--- config.mk ---
export PLATFORM = sky130hd
export DESIGN_NAME = bus_xfer_ctrl_flat
export DESIGN_NICKNAME = d
export VERILOG_FILES = /design/src/rtl/bus_xfer_ctrl_if.sv /design/src/rtl/bus_xfer_ctrl.sv /design/src/flat_wrapper.sv
export SDC_FILE = /design/constraint.sdc
export NUM_CORES = 1
export LEC_CHECK = 0
export CORE_ASPECT_RATIO = 1.2
export CORE_MARGIN = 8
export CORE_UTILIZATION = 49
export CTS_CLUSTER_SIZE = 14
export DETAILED_ROUTE_END_ITERATION = 6
export PLACE_DENSITY = 0.84
export SYNTH_ARGS = -nofsm -noshare
export SYNTH_HDL_FRONTEND = slang
export SYNTH_SLANG_ARGS = --single-unit
export TNS_END_PERCENT = 20
--- constraint.sdc ---
create_clock -name clock -period 5.1 [get_ports clock]
set_clock_uncertainty 0.05 [all_clocks]
set_input_delay 1.02 -clock clock [delete_from_list [all_inputs] [get_ports clock]]
set_output_delay 1.02 -clock clock [all_outputs]
set_load 0.01 [all_outputs]
--- src/rtl/bus_xfer_ctrl_if.sv ---
// -----------------------------------------------------------------------------
// bus_xfer_ctrl_if
//   Request/strobe bundle between the control unit (master) and the
//   bus transfer sequencer bus_xfer_ctrl (slave).
//
//   Parameters
//     NUM_REGS  number of bus sources/destinations (width of out_en/in_en)
//     SEL_W     width of src_sel/dst_sel
//     CNT_W     width of xfer_count
//
//   Signals (direction as seen by the slave)
//     start       in   transfer request, sampled only while idle
//     src_sel     in   source register index
//     dst_sel     in   destination register index
//     busy        out  sequencer not idle
//     out_en      out  one-hot bus drive enables
//     in_en       out  one-hot register load enables
//     done        out  1-cycle completion pulse
//     err         out  1-cycle reject pulse (index out of range)
//     xfer_count  out  completed-transfer count
// -----------------------------------------------------------------------------
interface bus_xfer_ctrl_if #(
   parameter int NUM_REGS = 32,
   parameter int SEL_W    = 5,
   parameter int CNT_W    = 16
);
   logic                start;
   logic [SEL_W-1:0]    src_sel;
   logic [SEL_W-1:0]    dst_sel;
   logic                busy;
   logic [NUM_REGS-1:0] out_en;
   logic [NUM_REGS-1:0] in_en;
   logic                done;
   logic                err;
   logic [CNT_W-1:0]    xfer_count;

   modport master (
      output start, src_sel, dst_sel,
      input  busy, out_en, in_en, done, err, xfer_count
   );

   modport slave (
      input  start, src_sel, dst_sel,
      output busy, out_en, in_en, done, err, xfer_count
   );
endinterface

--- src/rtl/bus_xfer_ctrl.sv ---
// -----------------------------------------------------------------------------
// bus_xfer_ctrl
//   Control-side driver for the shared datapath bus. Accepts a register
//   transfer request (source index, destination index) and sequences the
//   one-hot bus drive strobes (out_en) and register load strobes (in_en):
//     IDLE -> DRIVE (source drives, bus settles)
//          -> LOAD  (source still drives, destination loads)
//          -> DONE  (enables off, done pulse) -> IDLE
//   Requests with an index >= NUM_REGS are rejected with a 1-cycle err pulse.
//   All outputs are registered.
//
//   Ports
//     clock    in   system clock, all state on rising edge
//     clear_n  in   synchronous active-low reset; aborts any transfer
//     bus      slave modport of bus_xfer_ctrl_if (start, src_sel, dst_sel,
//              busy, out_en, in_en, done, err, xfer_count)
//
//   Configuration
//     BUS_XFER_COUNT_EN  when defined, xfer_count counts completed transfers
//                        (saturating, cleared by reset); otherwise it is
//                        tied to zero and no counter exists.
// -----------------------------------------------------------------------------
module bus_xfer_ctrl #(
   parameter int NUM_REGS = 32,
   parameter int SEL_W    = 5,
   parameter int CNT_W    = 16
) (
   input  logic            clock,
   input  logic            clear_n,
   bus_xfer_ctrl_if.slave  bus
);

   typedef enum logic [1:0] {
      IDLE  = 2'd0,
      DRIVE = 2'd1,
      LOAD  = 2'd2,
      DONE  = 2'd3
   } state_t;

   // One extra bit so NUM_REGS == 2**SEL_W is representable.
   localparam logic [SEL_W:0] NUM_REGS_L = (SEL_W+1)'(NUM_REGS);

   state_t              state_q, state_d;
   logic [SEL_W-1:0]    src_q, src_d;
   logic [SEL_W-1:0]    dst_q, dst_d;

   logic                req_ok;
   logic                req_bad;

   logic                busy_d;
   logic [NUM_REGS-1:0] out_en_d;
   logic [NUM_REGS-1:0] in_en_d;
   logic                done_d;
   logic                err_d;

   logic                busy_q;
   logic [NUM_REGS-1:0] out_en_q;
   logic [NUM_REGS-1:0] in_en_q;
   logic                done_q;
   logic                err_q;

   // Request qualification (only meaningful while IDLE)
   always_comb begin
      req_ok  = ({1'b0, bus.src_sel} < NUM_REGS_L) &&
                ({1'b0, bus.dst_sel} < NUM_REGS_L);
      req_bad = bus.start && !req_ok;
   end

   // State register and output register
   always_ff @(posedge clock) begin
      if (!clear_n) begin
         state_q  <= IDLE;
         src_q    <= '0;
         dst_q    <= '0;
         busy_q   <= 1'b0;
         out_en_q <= '0;
         in_en_q  <= '0;
         done_q   <= 1'b0;
         err_q    <= 1'b0;
      end else begin
         state_q  <= state_d;
         src_q    <= src_d;
         dst_q    <= dst_d;
         busy_q   <= busy_d;
         out_en_q <= out_en_d;
         in_en_q  <= in_en_d;
         done_q   <= done_d;
         err_q    <= err_d;
      end
   end

   // Next-state logic; selects are latched only on an accepted request,
   // so select changes while busy have no effect.
   always_comb begin
      state_d = state_q;
      src_d   = src_q;
      dst_d   = dst_q;
      unique case (state_q)
         IDLE: begin
            if (bus.start && req_ok) begin
               state_d = DRIVE;
               src_d   = bus.src_sel;
               dst_d   = bus.dst_sel;
            end
         end
         DRIVE:   state_d = LOAD;
         LOAD:    state_d = DONE;
         DONE:    state_d = IDLE;
         default: state_d = IDLE;
      endcase
   end

   // Output logic: decoded from the next state so the registered outputs
   // line up with the state they describe.
   always_comb begin
      busy_d   = (state_d != IDLE);
      out_en_d = '0;
      in_en_d  = '0;
      done_d   = 1'b0;
      err_d    = 1'b0;
      unique case (state_d)
         DRIVE: begin
            out_en_d = NUM_REGS'(1) << src_d;
         end
         LOAD: begin
            out_en_d = NUM_REGS'(1) << src_d;
            in_en_d  = NUM_REGS'(1) << dst_d;
         end
         DONE: begin
            done_d = 1'b1;
         end
         default: begin
            // A reject can only occur from IDLE, and IDLE is then retained.
            err_d = (state_q == IDLE) && req_bad;
         end
      endcase
   end

   assign bus.busy   = busy_q;
   assign bus.out_en = out_en_q;
   assign bus.in_en  = in_en_q;
   assign bus.done   = done_q;
   assign bus.err    = err_q;

`ifdef BUS_XFER_COUNT_EN
   logic [CNT_W-1:0] count_q;

   // Counts in step with the done pulse; saturates at all-ones.
   always_ff @(posedge clock) begin
      if (!clear_n) begin
         count_q <= '0;
      end else if ((state_d == DONE) && (count_q != '1)) begin
         count_q <= count_q + CNT_W'(1);
      end
   end

   assign bus.xfer_count = count_q;
`else
   assign bus.xfer_count = '0;
`endif

endmodule

--- src/flat_wrapper.sv ---
// flat-port wrapper written by rule: the top's interface ports become plain ports
module bus_xfer_ctrl_flat 
#(
   parameter int NUM_REGS = 32,
   parameter int SEL_W    = 5,
   parameter int CNT_W    = 16
)
  (clock, clear_n, bus_start, bus_src_sel, bus_dst_sel, bus_busy, bus_out_en, bus_in_en, bus_done, bus_err, bus_xfer_count);
  bus_xfer_ctrl_if #(.NUM_REGS(NUM_REGS), .SEL_W(SEL_W), .CNT_W(CNT_W)) bus_i ();
  input  logic clock;
  input  logic clear_n;
  input wire logic [$bits(bus_i.start)-1:0] bus_start;
  input wire logic [$bits(bus_i.src_sel)-1:0] bus_src_sel;
  input wire logic [$bits(bus_i.dst_sel)-1:0] bus_dst_sel;
  output wire logic [$bits(bus_i.busy)-1:0] bus_busy;
  output wire logic [$bits(bus_i.out_en)-1:0] bus_out_en;
  output wire logic [$bits(bus_i.in_en)-1:0] bus_in_en;
  output wire logic [$bits(bus_i.done)-1:0] bus_done;
  output wire logic [$bits(bus_i.err)-1:0] bus_err;
  output wire logic [$bits(bus_i.xfer_count)-1:0] bus_xfer_count;
  assign bus_i.start = bus_start;
  assign bus_i.src_sel = bus_src_sel;
  assign bus_i.dst_sel = bus_dst_sel;
  assign bus_busy = bus_i.busy;
  assign bus_out_en = bus_i.out_en;
  assign bus_in_en = bus_i.in_en;
  assign bus_done = bus_i.done;
  assign bus_err = bus_i.err;
  assign bus_xfer_count = bus_i.xfer_count;
  bus_xfer_ctrl #(.NUM_REGS(NUM_REGS), .SEL_W(SEL_W), .CNT_W(CNT_W)) u_core (.clock(clock), .clear_n(clear_n), .bus(bus_i));
endmodule
==> results by group <==
Final layout
  • Layout cells sized above 1: 5.66%
  • Antenna diode count: 0
  • Final net count: 402
  • Post-route design area: 3950 sq um
  • Non-filler cells in the finished layout: 471
  • Core Util, Final: 66.5%
  • Area grow syn2layout: 32.8%

Worst setup path
  • Top Family by Delay on Critical Path: simple AND/OR/NAND/NOR gates
  • CP max FO: 25
  • CP cell instances: clkdlybuf4s50_1 -> or3b_2 -> o21ai_0 -> ha_1 -> and2_1 -> a21bo_2 -> nor3_1
  • CP bufs+invs: 1
  • Levels on crit path: 7
  • WS Path Type: in -> reg
  • CP peak stage delay: 790 ps
  • R2R cell count: 5
  • Critical Path AT: 3590 ps
  • WP data required: 5320 ps
  • CP startpoint kind: input port
  • CP max stage cell: clkdlybuf4s50_1
  • CP Capture Type: flip-flop

Pwr
  • Sw Share: 32.2%
  • Part of the power in combinational logic: 26.5%
  • Switching Power: 0.521 mW
  • Flop pwr share: 42.2%
  • Power Internal: 1.10 mW
  • Pwr dens: 410 nW/um^2
  • VDD IR max: 242 uV
  • Clock Power Share: 31.3%
  • Leakage: 1.41 nW
  • Total power draw: 1.62 mW

Clocking
  • TritonCTS clock tree: done
  • Clock latency on the worst-skew pair: 350 ps
  • Clk sinks: 78
  • Hold-fix buffers, CTS: 0
  • Clk buf depth: 2
  • Post-CTS sizing: 0
  • Root Driver: clkbuf_8
  • Setup repair bufs after CTS: 0
  • H-tree Lvls: 3
  • Clock slew at reported path FFs: 80 ps
  • CTS buffer count: 9

Synth
  • Syn Inst Count: 311
  • Post-synth ARST share: 0%
  • Largest area contributor in the netlist: dfxtp_1
  • Ys flop type: dfxtp_1
  • Syn_area_per_cell: 9.55 sq um
  • Share of the yosys chip area belonging to registers: 52.6%
  • Most frequent cell after synthesis: dfxtp_1
  • Post-synth EDFFs: 0
  • Top cells by count, synth: dfxtp_1 (78), a21oi_1 (50), nor3_1 (21)
  • Largest cells by area after synthesis: dfxtp_1 (53%), a21oi_1 (8.4%), buf_4 (4.5%)
  • Mapped Area: 2970 sq um
  • Yosys cell types: 35
  • Synth warnings: 0
  • Top-area cell type share of the netlist area: 52.6%
  • Yosys reg bits: 78

Global routing
  • Largest net degree at the start of global routing: 26
  • Total gr overflow: 0
  • GRT Overall Usage: 15.8%
  • Number of global-route vias before repair: 2325
  • Initial antenna violation count: 0
  • Global-route wire length before repair: 10.8 mm

Timing
  • Worst Slack Setup Final: 1730 ps
  • Fmax: 0.297 GHz
  • Final Slew Violations: 0
  • RSZ-0062 raised after global routing: no
  • Final setup vio count: 0
  • Slew HR: 46.4%
  • Fin crit share: 66.0%
  • Final Hold Viols: 0
  • Hold_ws: 481 ps
  • Fin crit period: 3370 ps
  • Worst Tran Pin Value: 801 ps
  • Setup_tns: 0 ps

Floorplanning
  • Die H: 101 um
  • Core box area: 5930 sq um
  • Initial core utilization: 50.1%
  • I/O pin total: 96
  • Die ar.: 8820 sq um
  • Cell Rows: 31
  • Floorplan die width: 87.1 um

Placed design
  • Area after DPL: 3720 sq um
  • Pre-CTS WS: 1430 ps
  • Port buffer count: 78
  • Hpwl dp: 5.21 mm
  • Final GP Congestion: 0.914
  • Dpl cells: 455

Drt
  • Vias per std cell: 5.20
  • WL/cell: 15.0 um
  • Vias: 2450
  • Drt pass-1 iters: 4
  • Remaining DRCs: 0
  • Detailed Route Iter0 Violations: 147
  • Post-route ant nets: 0
  • Routed wire length: 7.05 mm

Worst hold path
  • Hold depth: 2
  • Worst Hold Class: reg -> reg

Outcome
  • Status: finished, final reports clean

Flow run
  • Max-cap viol count: 0
[worst reg2reg max path, cell delays in order, from the launching register on]
cell	delay, ps
dfxtp_1	330
inv_1	100
ha_1	610
and2_1	580
a21oi_1	320
nor3_1	290
[area by class of cell]
cell class / count / area (sq um)
fillers: 492 / 1990
flip-flops and latches: 78 / 1560
multi-input cells: 210 / 1250
repair buffers: 79 / 788
clock buffers: 11 / 141
well taps: 82 / 103
clock inverters: 5 / 82.6
inverters: 6 / 22.5
[state kept, by name (all words and copies together), names as in the netlist]
register / count
u_core.bus.busy: 1
u_core.src_q: 5
u_core.bus.in_en: 32
u_core.bus.out_en: 32
u_core.bus.done: 1
u_core.state_q: 2
u_core.dst_q: 5
[cell families after synthesis]
family / synth area share, %
flip-flops: 52.6
AO/OA/AOI/OAI: 16.4
AND/OR/NAND/NOR: 20.0
adder cells (fa/ha/maj): 2.11
multiplexers: 1.35
other: 0.126
buffers and inverters: 7.50
[placed cells by master, fill, tap and decap left out, drive strengths merged]
cell and n:
nand3b 1, a21oi 50, and3 2, nor2b 9, and4 4, nor3 21
mux2i 4, clkdlybuf4s50 78, buf 1, conb 17, nand4bb 1, bufinv 2
ha 5, and4b 4, nand3 13, inv 6, a21bo 4, dfxtp 78
o21a 2, a31oi 6, o21ai 1, nand4 6, a21boi 10, clkbuf 11
nor2 7, a211oi 5, nor3b 4, or3b 1, o31a 2, nand4b 5
clkinv 3, or4 1, nand2 19, and2 5, a32oi 1
[routing by layer]
layer / wire length, um / track usage, % / up-vias
met1: 2720 / 15.7 / 1109
met4: 153 / 9.16 / 0
met3: 641 / 5.03 / 11
met5: 0 / 0 / -
met2: 3540 / 28.4 / 106
li1: - / - / 1224
[worst paths after layout]
path | startpoint | to | slack [ps]
setup reg to reg | u_core.state_q[0]$_SDFF_PN0_ | u_core.bus.out_en[20]$_SDFF_PN0_ | 2740
hold reg to reg | u_core.dst_q[2]$_SDFF_PN0_ | u_core.dst_q[2]$_SDFF_PN0_ | 480
hold / removal | u_core.dst_q[2]$_SDFF_PN0_ | u_core.dst_q[2]$_SDFF_PN0_ | 480
setup / recovery | bus_start | u_core.bus.out_en[17]$_SDFF_PN0_ | 1730
[power groups by stage]
stage / combinational (mW) / clock [mW] / sequential (mW)
detailed placement: 0.419 / 0 / 0.696
finish: 0.428 / 0.506 / 0.682
floorplan: 0.315 / 0 / 0.694
CTS: 0.425 / 0.515 / 0.682
global placement: 0.413 / 0 / 0.695
global route: 0.477 / 0.537 / 0.688
No activity file was read; power rests on OpenSTA's default activity.
